--- config.mk ---
export PLATFORM = sky130hd
export DESIGN_NAME = lsu_mem_ctrl_flat
export DESIGN_NICKNAME = d
export VERILOG_FILES = /design/src/rtl/lsu_mem_ctrl_if.sv /design/src/rtl/lsu_mem_ctrl.sv /design/src/flat_wrapper.sv
export SDC_FILE = /design/constraint.sdc
export NUM_CORES = 1
export LEC_CHECK = 0
export CORE_ASPECT_RATIO = 1.25
export CORE_MARGIN = 8
export CORE_UTILIZATION = 41
export CTS_BUF_LIST = sky130_fd_sc_hd__clkbuf_16
export DETAILED_ROUTE_END_ITERATION = 10
export GPL_ROUTABILITY_DRIVEN = 0
export GPL_TIMING_DRIVEN = 0
export PLACE_DENSITY = 0.88
export SYNTH_ARGS = -nofsm -noshare
export SYNTH_HDL_FRONTEND = slang
export SYNTH_SLANG_ARGS = --single-unit
--- constraint.sdc ---
create_clock -name clk -period 2 [get_ports clk]
set_clock_uncertainty 0.1 [all_clocks]
set_input_delay 0.2 -clock clk [delete_from_list [all_inputs] [get_ports clk]]
set_output_delay 0.2 -clock clk [all_outputs]
set_load 0.05 [all_outputs]
--- src/rtl/lsu_mem_ctrl_if.sv ---
// ============================================================================
// lsu_mem_ctrl_if : execute-stage request and data-memory bus bundle (rev 1.0)
// ============================================================================
`default_nettype none

interface lsu_mem_ctrl_if #(
  parameter int ADDR_WIDTH = 32,
  parameter int DATA_WIDTH = 32
) ();
  logic                  enable_mem;
  logic                  is_load;
  logic                  is_store;
  logic [ADDR_WIDTH-1:0] alu_result;
  logic                  alu_overflow;
  logic [DATA_WIDTH-1:0] store_data;
  logic                  mem_req;
  logic                  mem_we;
  logic [ADDR_WIDTH-1:0] mem_addr;
  logic [DATA_WIDTH-1:0] mem_wdata;
  logic                  mem_ack;
  logic [DATA_WIDTH-1:0] mem_rdata;
  logic [DATA_WIDTH-1:0] load_data;
  logic                  load_valid;
  logic                  mem_done;
  logic                  mem_fault;
  logic                  stall;

  // Environment side: pipeline plus memory.
  modport master (
    output enable_mem, is_load, is_store, alu_result, alu_overflow, store_data,
    output mem_ack, mem_rdata,
    input  mem_req, mem_we, mem_addr, mem_wdata,
    input  load_data, load_valid, mem_done, mem_fault, stall
  );

  // Load/store unit side.
  modport slave (
    input  enable_mem, is_load, is_store, alu_result, alu_overflow, store_data,
    input  mem_ack, mem_rdata,
    output mem_req, mem_we, mem_addr, mem_wdata,
    output load_data, load_valid, mem_done, mem_fault, stall
  );
endinterface

`default_nettype wire

--- src/rtl/lsu_mem_ctrl.sv ---
// ============================================================================
// lsu_mem_ctrl : load/store unit running one req/ack data-memory transaction
// rev 1.0
// ============================================================================
`default_nettype none

module lsu_mem_ctrl #(
  parameter int ADDR_WIDTH = 32,
  parameter int DATA_WIDTH = 32,
  parameter int TIMEOUT    = 255
) (
  input  wire logic     clk,
  input  wire logic     rst_n,
  lsu_mem_ctrl_if.slave bus
);

  localparam int                 c_CNT_W    = $clog2(TIMEOUT + 1);
  localparam logic [c_CNT_W-1:0] c_CNT_LAST = c_CNT_W'(TIMEOUT - 1);

  typedef enum logic [1:0] {
    S_IDLE  = 2'd0,
    S_REQ   = 2'd1,
    S_FAULT = 2'd2
  } state_t;

  state_t                r_state;
  logic [c_CNT_W-1:0]    r_cnt;
  logic                  r_req;
  logic                  r_we;
  logic [ADDR_WIDTH-1:0] r_addr;
  logic [DATA_WIDTH-1:0] r_wdata;
  logic [DATA_WIDTH-1:0] r_ld_data;
  logic                  r_ld_valid;
  logic                  r_done;
  logic                  r_fault;
  logic                  r_stall;

  logic w_bad_op;
  logic w_bad_addr;

  assign w_bad_op   = (bus.is_load == bus.is_store);
  assign w_bad_addr = bus.alu_overflow | (|bus.alu_result[1:0]);

  always_ff @(posedge clk or negedge rst_n) begin
    if (!rst_n) begin
      r_state    <= S_IDLE;
      r_cnt      <= '0;
      r_req      <= 1'b0;
      r_we       <= 1'b0;
      r_addr     <= '0;
      r_wdata    <= '0;
      r_ld_data  <= '0;
      r_ld_valid <= 1'b0;
      r_done     <= 1'b0;
      r_fault    <= 1'b0;
      r_stall    <= 1'b0;
    end else begin
      r_ld_valid <= 1'b0;
      r_done     <= 1'b0;
      r_fault    <= 1'b0;
      case (r_state)
        S_IDLE: begin
          if (bus.enable_mem) begin
            if (w_bad_op || w_bad_addr) begin
              r_state <= S_FAULT;
              r_fault <= 1'b1;
              r_done  <= 1'b1;
              r_stall <= 1'b1;
            end else begin
              r_state <= S_REQ;
              r_cnt   <= '0;
              r_req   <= 1'b1;
              r_we    <= bus.is_store;
              r_addr  <= bus.alu_result;
              r_wdata <= bus.store_data;
              r_stall <= 1'b1;
            end
          end
        end
        S_REQ: begin
          // An ack arriving on the timeout edge still completes the access.
          if (bus.mem_ack) begin
            r_state <= S_IDLE;
            r_req   <= 1'b0;
            r_stall <= 1'b0;
            r_done  <= 1'b1;
            if (!r_we) begin
              r_ld_data  <= bus.mem_rdata;
              r_ld_valid <= 1'b1;
            end
          end else if (r_cnt == c_CNT_LAST) begin
            r_state <= S_FAULT;
            r_req   <= 1'b0;
            r_fault <= 1'b1;
            r_done  <= 1'b1;
          end else begin
            r_cnt <= r_cnt + c_CNT_W'(1);
          end
        end
        S_FAULT: begin
          r_state <= S_IDLE;
          r_stall <= 1'b0;
        end
        default: begin
          r_state <= S_IDLE;
          r_req   <= 1'b0;
          r_stall <= 1'b0;
        end
      endcase
    end
  end

  assign bus.mem_req    = r_req;
  assign bus.mem_we     = r_we;
  assign bus.mem_addr   = r_addr;
  assign bus.mem_wdata  = r_wdata;
  assign bus.load_data  = r_ld_data;
  assign bus.load_valid = r_ld_valid;
  assign bus.mem_done   = r_done;
  assign bus.mem_fault  = r_fault;
  assign bus.stall      = r_stall;

endmodule

`default_nettype wire
--- src/flat_wrapper.sv ---
// flat-port wrapper written by rule: the top's interface ports become plain ports
module lsu_mem_ctrl_flat 
#(
  parameter int ADDR_WIDTH = 32,
  parameter int DATA_WIDTH = 32,
  parameter int TIMEOUT    = 255
)
  (clk, rst_n, bus_enable_mem, bus_is_load, bus_is_store, bus_alu_result, bus_alu_overflow, bus_store_data, bus_mem_ack, bus_mem_rdata, bus_mem_req, bus_mem_we, bus_mem_addr, bus_mem_wdata, bus_load_data, bus_load_valid, bus_mem_done, bus_mem_fault, bus_stall);
  lsu_mem_ctrl_if #(.ADDR_WIDTH(ADDR_WIDTH), .DATA_WIDTH(DATA_WIDTH)) bus_i ();
  input  wire logic clk;
  input  wire logic rst_n;
  input wire logic [$bits(bus_i.enable_mem)-1:0] bus_enable_mem;
  input wire logic [$bits(bus_i.is_load)-1:0] bus_is_load;
  input wire logic [$bits(bus_i.is_store)-1:0] bus_is_store;
  input wire logic [$bits(bus_i.alu_result)-1:0] bus_alu_result;
  input wire logic [$bits(bus_i.alu_overflow)-1:0] bus_alu_overflow;
  input wire logic [$bits(bus_i.store_data)-1:0] bus_store_data;
  input wire logic [$bits(bus_i.mem_ack)-1:0] bus_mem_ack;
  input wire logic [$bits(bus_i.mem_rdata)-1:0] bus_mem_rdata;
  output wire logic [$bits(bus_i.mem_req)-1:0] bus_mem_req;
  output wire logic [$bits(bus_i.mem_we)-1:0] bus_mem_we;
  output wire logic [$bits(bus_i.mem_addr)-1:0] bus_mem_addr;
  output wire logic [$bits(bus_i.mem_wdata)-1:0] bus_mem_wdata;
  output wire logic [$bits(bus_i.load_data)-1:0] bus_load_data;
  output wire logic [$bits(bus_i.load_valid)-1:0] bus_load_valid;
  output wire logic [$bits(bus_i.mem_done)-1:0] bus_mem_done;
  output wire logic [$bits(bus_i.mem_fault)-1:0] bus_mem_fault;
  output wire logic [$bits(bus_i.stall)-1:0] bus_stall;
  assign bus_i.enable_mem = bus_enable_mem;
  assign bus_i.is_load = bus_is_load;
  assign bus_i.is_store = bus_is_store;
  assign bus_i.alu_result = bus_alu_result;
  assign bus_i.alu_overflow = bus_alu_overflow;
  assign bus_i.store_data = bus_store_data;
  assign bus_i.mem_ack = bus_mem_ack;
  assign bus_i.mem_rdata = bus_mem_rdata;
  assign bus_mem_req = bus_i.mem_req;
  assign bus_mem_we = bus_i.mem_we;
  assign bus_mem_addr = bus_i.mem_addr;
  assign bus_mem_wdata = bus_i.mem_wdata;
  assign bus_load_data = bus_i.load_data;
  assign bus_load_valid = bus_i.load_valid;
  assign bus_mem_done = bus_i.mem_done;
  assign bus_mem_fault = bus_i.mem_fault;
  assign bus_stall = bus_i.stall;
  lsu_mem_ctrl #(.ADDR_WIDTH(ADDR_WIDTH), .DATA_WIDTH(DATA_WIDTH), .TIMEOUT(TIMEOUT)) u_core (.clk(clk), .rst_n(rst_n), .bus(bus_i));
endmodule
# ---- After elaboration in Yosys (flattened, before gate mapping)
# Cells that the tools add are included.
dict set report word_totals {
  regBits 112
  input_bits 103
  out_inout_bits 102
  elab_cells 64
}
dict set report op_classes {
  addsub 1
  n_eq_ne 10
  n_mux 28
  bitwise 4
  n_reduce_logical 10
}
# op count
set op_table {}
lappend op_table {{$mux 8} 4}
lappend op_table {{$pmux 8 s2} 1}
lappend op_table {{$mux 1} 14}
lappend op_table {{$ne 2x2->1 const B} 5}
lappend op_table {{$add 8x1->8 const B} 1}
lappend op_table {{$eq 8x8->1 const B} 1}
lappend op_table {{$mux 2} 4}
lappend op_table {{$pmux 1 s2} 3}
lappend op_table {{$reduce_and 3->1} 2}
lappend op_table {{$reduce_and 5->1} 1}
lappend op_table {{$pmux 2 s2} 1}
lappend op_table {{$reduce_and 2->1} 2}
lappend op_table {{$reduce_and 4->1} 1}
lappend op_table {{$ne 3x2->1 const B} 1}
lappend op_table {{$not 1->1} 3}
lappend op_table {{$pmux 1 s3} 1}
lappend op_table {{$eq 2x1->1 const B} 1}
lappend op_table {{$eq 2x2->1 const B} 1}
lappend op_table {{$logic_not 2->1} 1}
lappend op_table {{$reduce_bool 2->1} 1}
lappend op_table {{$reduce_or 2->1} 1}
lappend op_table {{$eq 1x1->1} 1}
lappend op_table {{$logic_or 1x1->1} 1}
lappend op_table {{$or 1x1->1} 1}

# ---- Logic depth before layout (Yosys ltp)
dict set report logic_depth {
  depth_word 6
  mapped_depth 8
  mapped_depth_nobuf 7
}

# ---- Worst setup path before layout
# OpenSTA, ideal clock, no wires.
dict set report synth_timing {
  kind {reg2reg}
  startpoint {register u_core.r_state[1]}
  endpoint {register u_core.r_ld_data[10] (netlist: u_core.bus.load_data[10])}
  setup_time_ns 0.125
  arrival_time_ns 1.530
  required_time_ns 1.775
  slack_ns 0.245
  stages_incl_launch_ff 5
  n_path_buf 1
  synth_period_minus_slack_ns 1.755
  cell_sequence {dfrtp_1 nand2b_1 nor3b_2 buf_2 mux2_2}
}
dict set report synth_via {
  elab_chain_len 2
}
# item line
set synth_lines {}
lappend synth_lines {{start, declared} lsu_mem_ctrl.sv:26} ;# state_t r_state;
lappend synth_lines {{start signal, assigned} lsu_mem_ctrl.sv:46} ;# r_state <= S_IDLE;
lappend synth_lines {{start signal, assigned} lsu_mem_ctrl.sv:65} ;# r_state <= S_FAULT;
lappend synth_lines {{start signal, assigned} lsu_mem_ctrl.sv:70} ;# r_state <= S_REQ;
lappend synth_lines {{$eq 2x1->1} lsu_mem_ctrl.sv:61} ;# case (r_state)
lappend synth_lines {{$reduce_and 3->1 (no line)} -}
lappend synth_lines {{end signal, assigned} lsu_mem_ctrl.sv:88} ;# r_ld_data <= bus.mem_rdata;
lappend synth_lines {{end, declared} lsu_mem_ctrl.sv:32} ;# logic [DATA_WIDTH-1:0] r_ld_data;
# No other way between the ends.
# A chain may end at the register's enable or synchronous reset.

# ---- Worst setup path after layout
dict set report layout_timing {
  startpoint {register u_core.r_state[1]}
  endpoint {register u_core.r_ld_data[5] (netlist: u_core.bus.load_data[5])}
}
# Same word-level chain as after synthesis.

==> out/results.ini <==
[drt]
wl_um=11400
route.detailed.drc=0
drt-initial-drc-count=62
viasPerCell=4.90
wl_per_cell_um=18.1
vias=3094
drtAntennaViolNets=0
drtPass1Iterations=4

[synth]
syn_avg_cell_area_um2=15.6
synth_area_leader_cell=dfrtp_1
synth_top_area_share_pct=65.1
synth_most_common_cell=dfrtp_1
syn_area_um2=4310
netlist_instances=276
synth_area_leaders=dfrtp_1 65%, mux2_2 25%, buf_2 1.2%
synth_seq_area_share_pct=65.1
synth_cell_types=35
yosys_warnings=0
ys_seq_elements=112
synth_common_cells=112 x dfrtp_1, 95 x mux2_2, 10 x buf_2
async_flop_share_pct=100
synth.net_count=381
synth_ff_type=dfrtp_1
synth-edff-count=0

[cts]
cts_sinks=112
htreeDepth=3
clock_latency_ps=340
tritoncts=yes
cts_buffers=9
clk_path_buf_depth=2
path_clk_slew_ps=70
root_buffer=clkbuf_16

[global_routing]
grt_max_degree=61
grt_pass1_vias=3482
antenna_found_initial=0
grt.total_usage_pct=16.3
grt_remaining_overflow=0
grt_pass1_wl_um=17900

[floorplan]
die_w_um=108
chipHeight_um=131
io-pin-count=205
floorplan.initialDensity_pct=41.4
die-area_um2=14100
rows=42
fp.coreArea_um2=10400

[min_path]
hold_class=primary input to async pin

[setup_path]
cp_cell_sequence=nand2b_1 -> nor3b_4 -> clkbuf_4 -> mux2_1
critPathLaunch=u_core.r_state[1]$_DFFE_PN0P_
max_stage_delay_ps=440
r2r-start=u_core.r_state[1]$_DFFE_PN0P_
r2r-end=u_core.bus.load_data[5]$_DFFE_PN0P_
crit_arrival_ps=2020
crit_required_ps=2110
cp_max_fo=10
rrSetupSlack_ps=100
cp_slowest_cell=dfrtp_1
path_class=flop to flop
cp-start-kind=flop
rr_worst_depth=4
endpoint_kind=flop

[sta]
hold_viol=0
period_needed_ps=1900
timing.hold.ws_ps=338
period_share_pct=95.2
rsz0062_at_grt=false
tightestPinTransition_ps=688
max_freq_ghz=0.525
max_slew_margin_pct=54.1
final_max_slew_viol_count=0
setup_tns_ps=0
setup_viol=0

[power]
power.density_nw_per_um2=1320
total_leakage_power_nw=2.98
finalPower_w=0.00914
ir_worst_vdd_mv=0.935

[placed_design]
place_area_um2=6540
port_buffers=204
dp_hpwl_um=9000

[layout]
final_area_um2=6910
nFillCells=738
fin_util_pct=66.4
regArea_um2=2800
multi_input_area_um2=1460
nNetsFinal=599
n_antenna_cell=0
drive_above_1_share_pct=26.3
area_growth_pct=60.5

[flow_run]
drv_cap=0

[outcome]
status=complete, no violations

-- final cells by class --
cell class                      instances  area share (%)
Sequential cell                       112            40.6
Timing Repair Buffer                  208            30.3
Multi-Input combinational cell        150            21.1
Clock buffer                            9            3.26
Tap cell                              132            2.39
Clock inverter                          7            1.36
Buffer                                 11           0.995
Inverter                                2           0.109
-- critical path, delay by kind of cell (launching register included) --
family	cells	cell delay [ps]
flip-flops	1	440
AND/OR/NAND/NOR	2	580
buffers and inverters	1	300
multiplexers	1	350
-- layout by cell type (no fill, tap or decap), types with 3 or more instances in the layout --
cell,count
a21oi_1,7
and2_1,3
buf_2,7
buf_4,3
clkbuf_16,9
clkbuf_4,3
clkdlybuf4s50_1,203
dfrtp_1,111
mux2_2,95
nand2_1,4
nand3_1,5
nor2_1,4
o21ai_0,3
-- per-layer routing --
| layer | vias up | track usage (%) | wire [um] |
|---|---|---|---|
| met4 | 0 | 8.76 | 320 |
| li1 | 1418 | - | - |
| met1 | 1523 | 16.6 | 4000 |
| met2 | 131 | 28.8 | 6090 |
| met3 | 22 | 5.40 | 1030 |
| met5 | - | 0 | 0 |
-- state kept, by name, indices dropped and copies added, names as in the netlist --
register	count
u_core.bus.mem_fault	1
u_core.bus.load_valid	1
u_core.bus.mem_addr	32
u_core.bus.mem_req	1
u_core.r_cnt	8
u_core.bus.stall	1
u_core.bus.mem_we	1
u_core.r_state	2
u_core.bus.mem_done	1
u_core.bus.load_data	32
u_core.bus.mem_wdata	32
-- how the worst max path moves through the flow --
stage | endpoint | cells after the start | slack (ps)
after floorplan | u_core.bus.load_data[10]$_DFFE_PN0P_ | 4 | 250
after global placement | u_core.bus.mem_wdata[17]$_DFFE_PN0P_ | 1 | -3460
after detailed placement | u_core.bus.mem_wdata[10]$_DFFE_PN0P_ | 6 | -300
after CTS | u_core.bus.load_data[17]$_DFFE_PN0P_ | 4 | 2
after global routing | u_core.bus.load_data[5]$_DFFE_PN0P_ | 4 | 20
final | u_core.bus.load_data[5]$_DFFE_PN0P_ | 4 | 100
-- through the flow --
stage          cells  worst slack (ps)
2_1_floorplan    276               245
3_3_place_gp     612             -3460
3_5_place_dp     613              -302
4_1_cts          630              2.29
5_1_grt          631              19.1
6_report         631              96.0
-- repair_timing --
| action | CTS | global route |
|---|---|---|
| pin swaps | 0 | 1 |
| setup buffers | 0 | 2 |
| endpoints found under the setup margin | 29 | 94 |
| gates cloned | 0 | 0 |
| resized for setup | 1 | 7 |
| hold buffers | 1 | 0 |
| endpoints found under the hold margin | 52 | 0 |
-- power by group --
| group | internal, W | switching (W) | leakage, nW |
|---|---|---|---|
| Combinational | 0.00152 | 0.00256 | 1.42 |
| Sequential | 0.00284 | 0.000314 | 1.41 |
| Clock | 0.00110 | 0.000802 | 0.152 |
| Total | 0.00546 | 0.00367 | 2.98 |
-- logic make-up after synthesis --
group	Yosys count	synth area share [%]
buffers and inverters	14	1.69
XOR/XNOR	2	0.407
AND/OR/NAND/NOR	29	3.92
AO/OA/AOI/OAI	21	3.23
multiplexers	96	25.1
adder cells (fa/ha/maj)	2	0.581
flip-flops	112	65.1
Power figures use the tool's default switching activity.
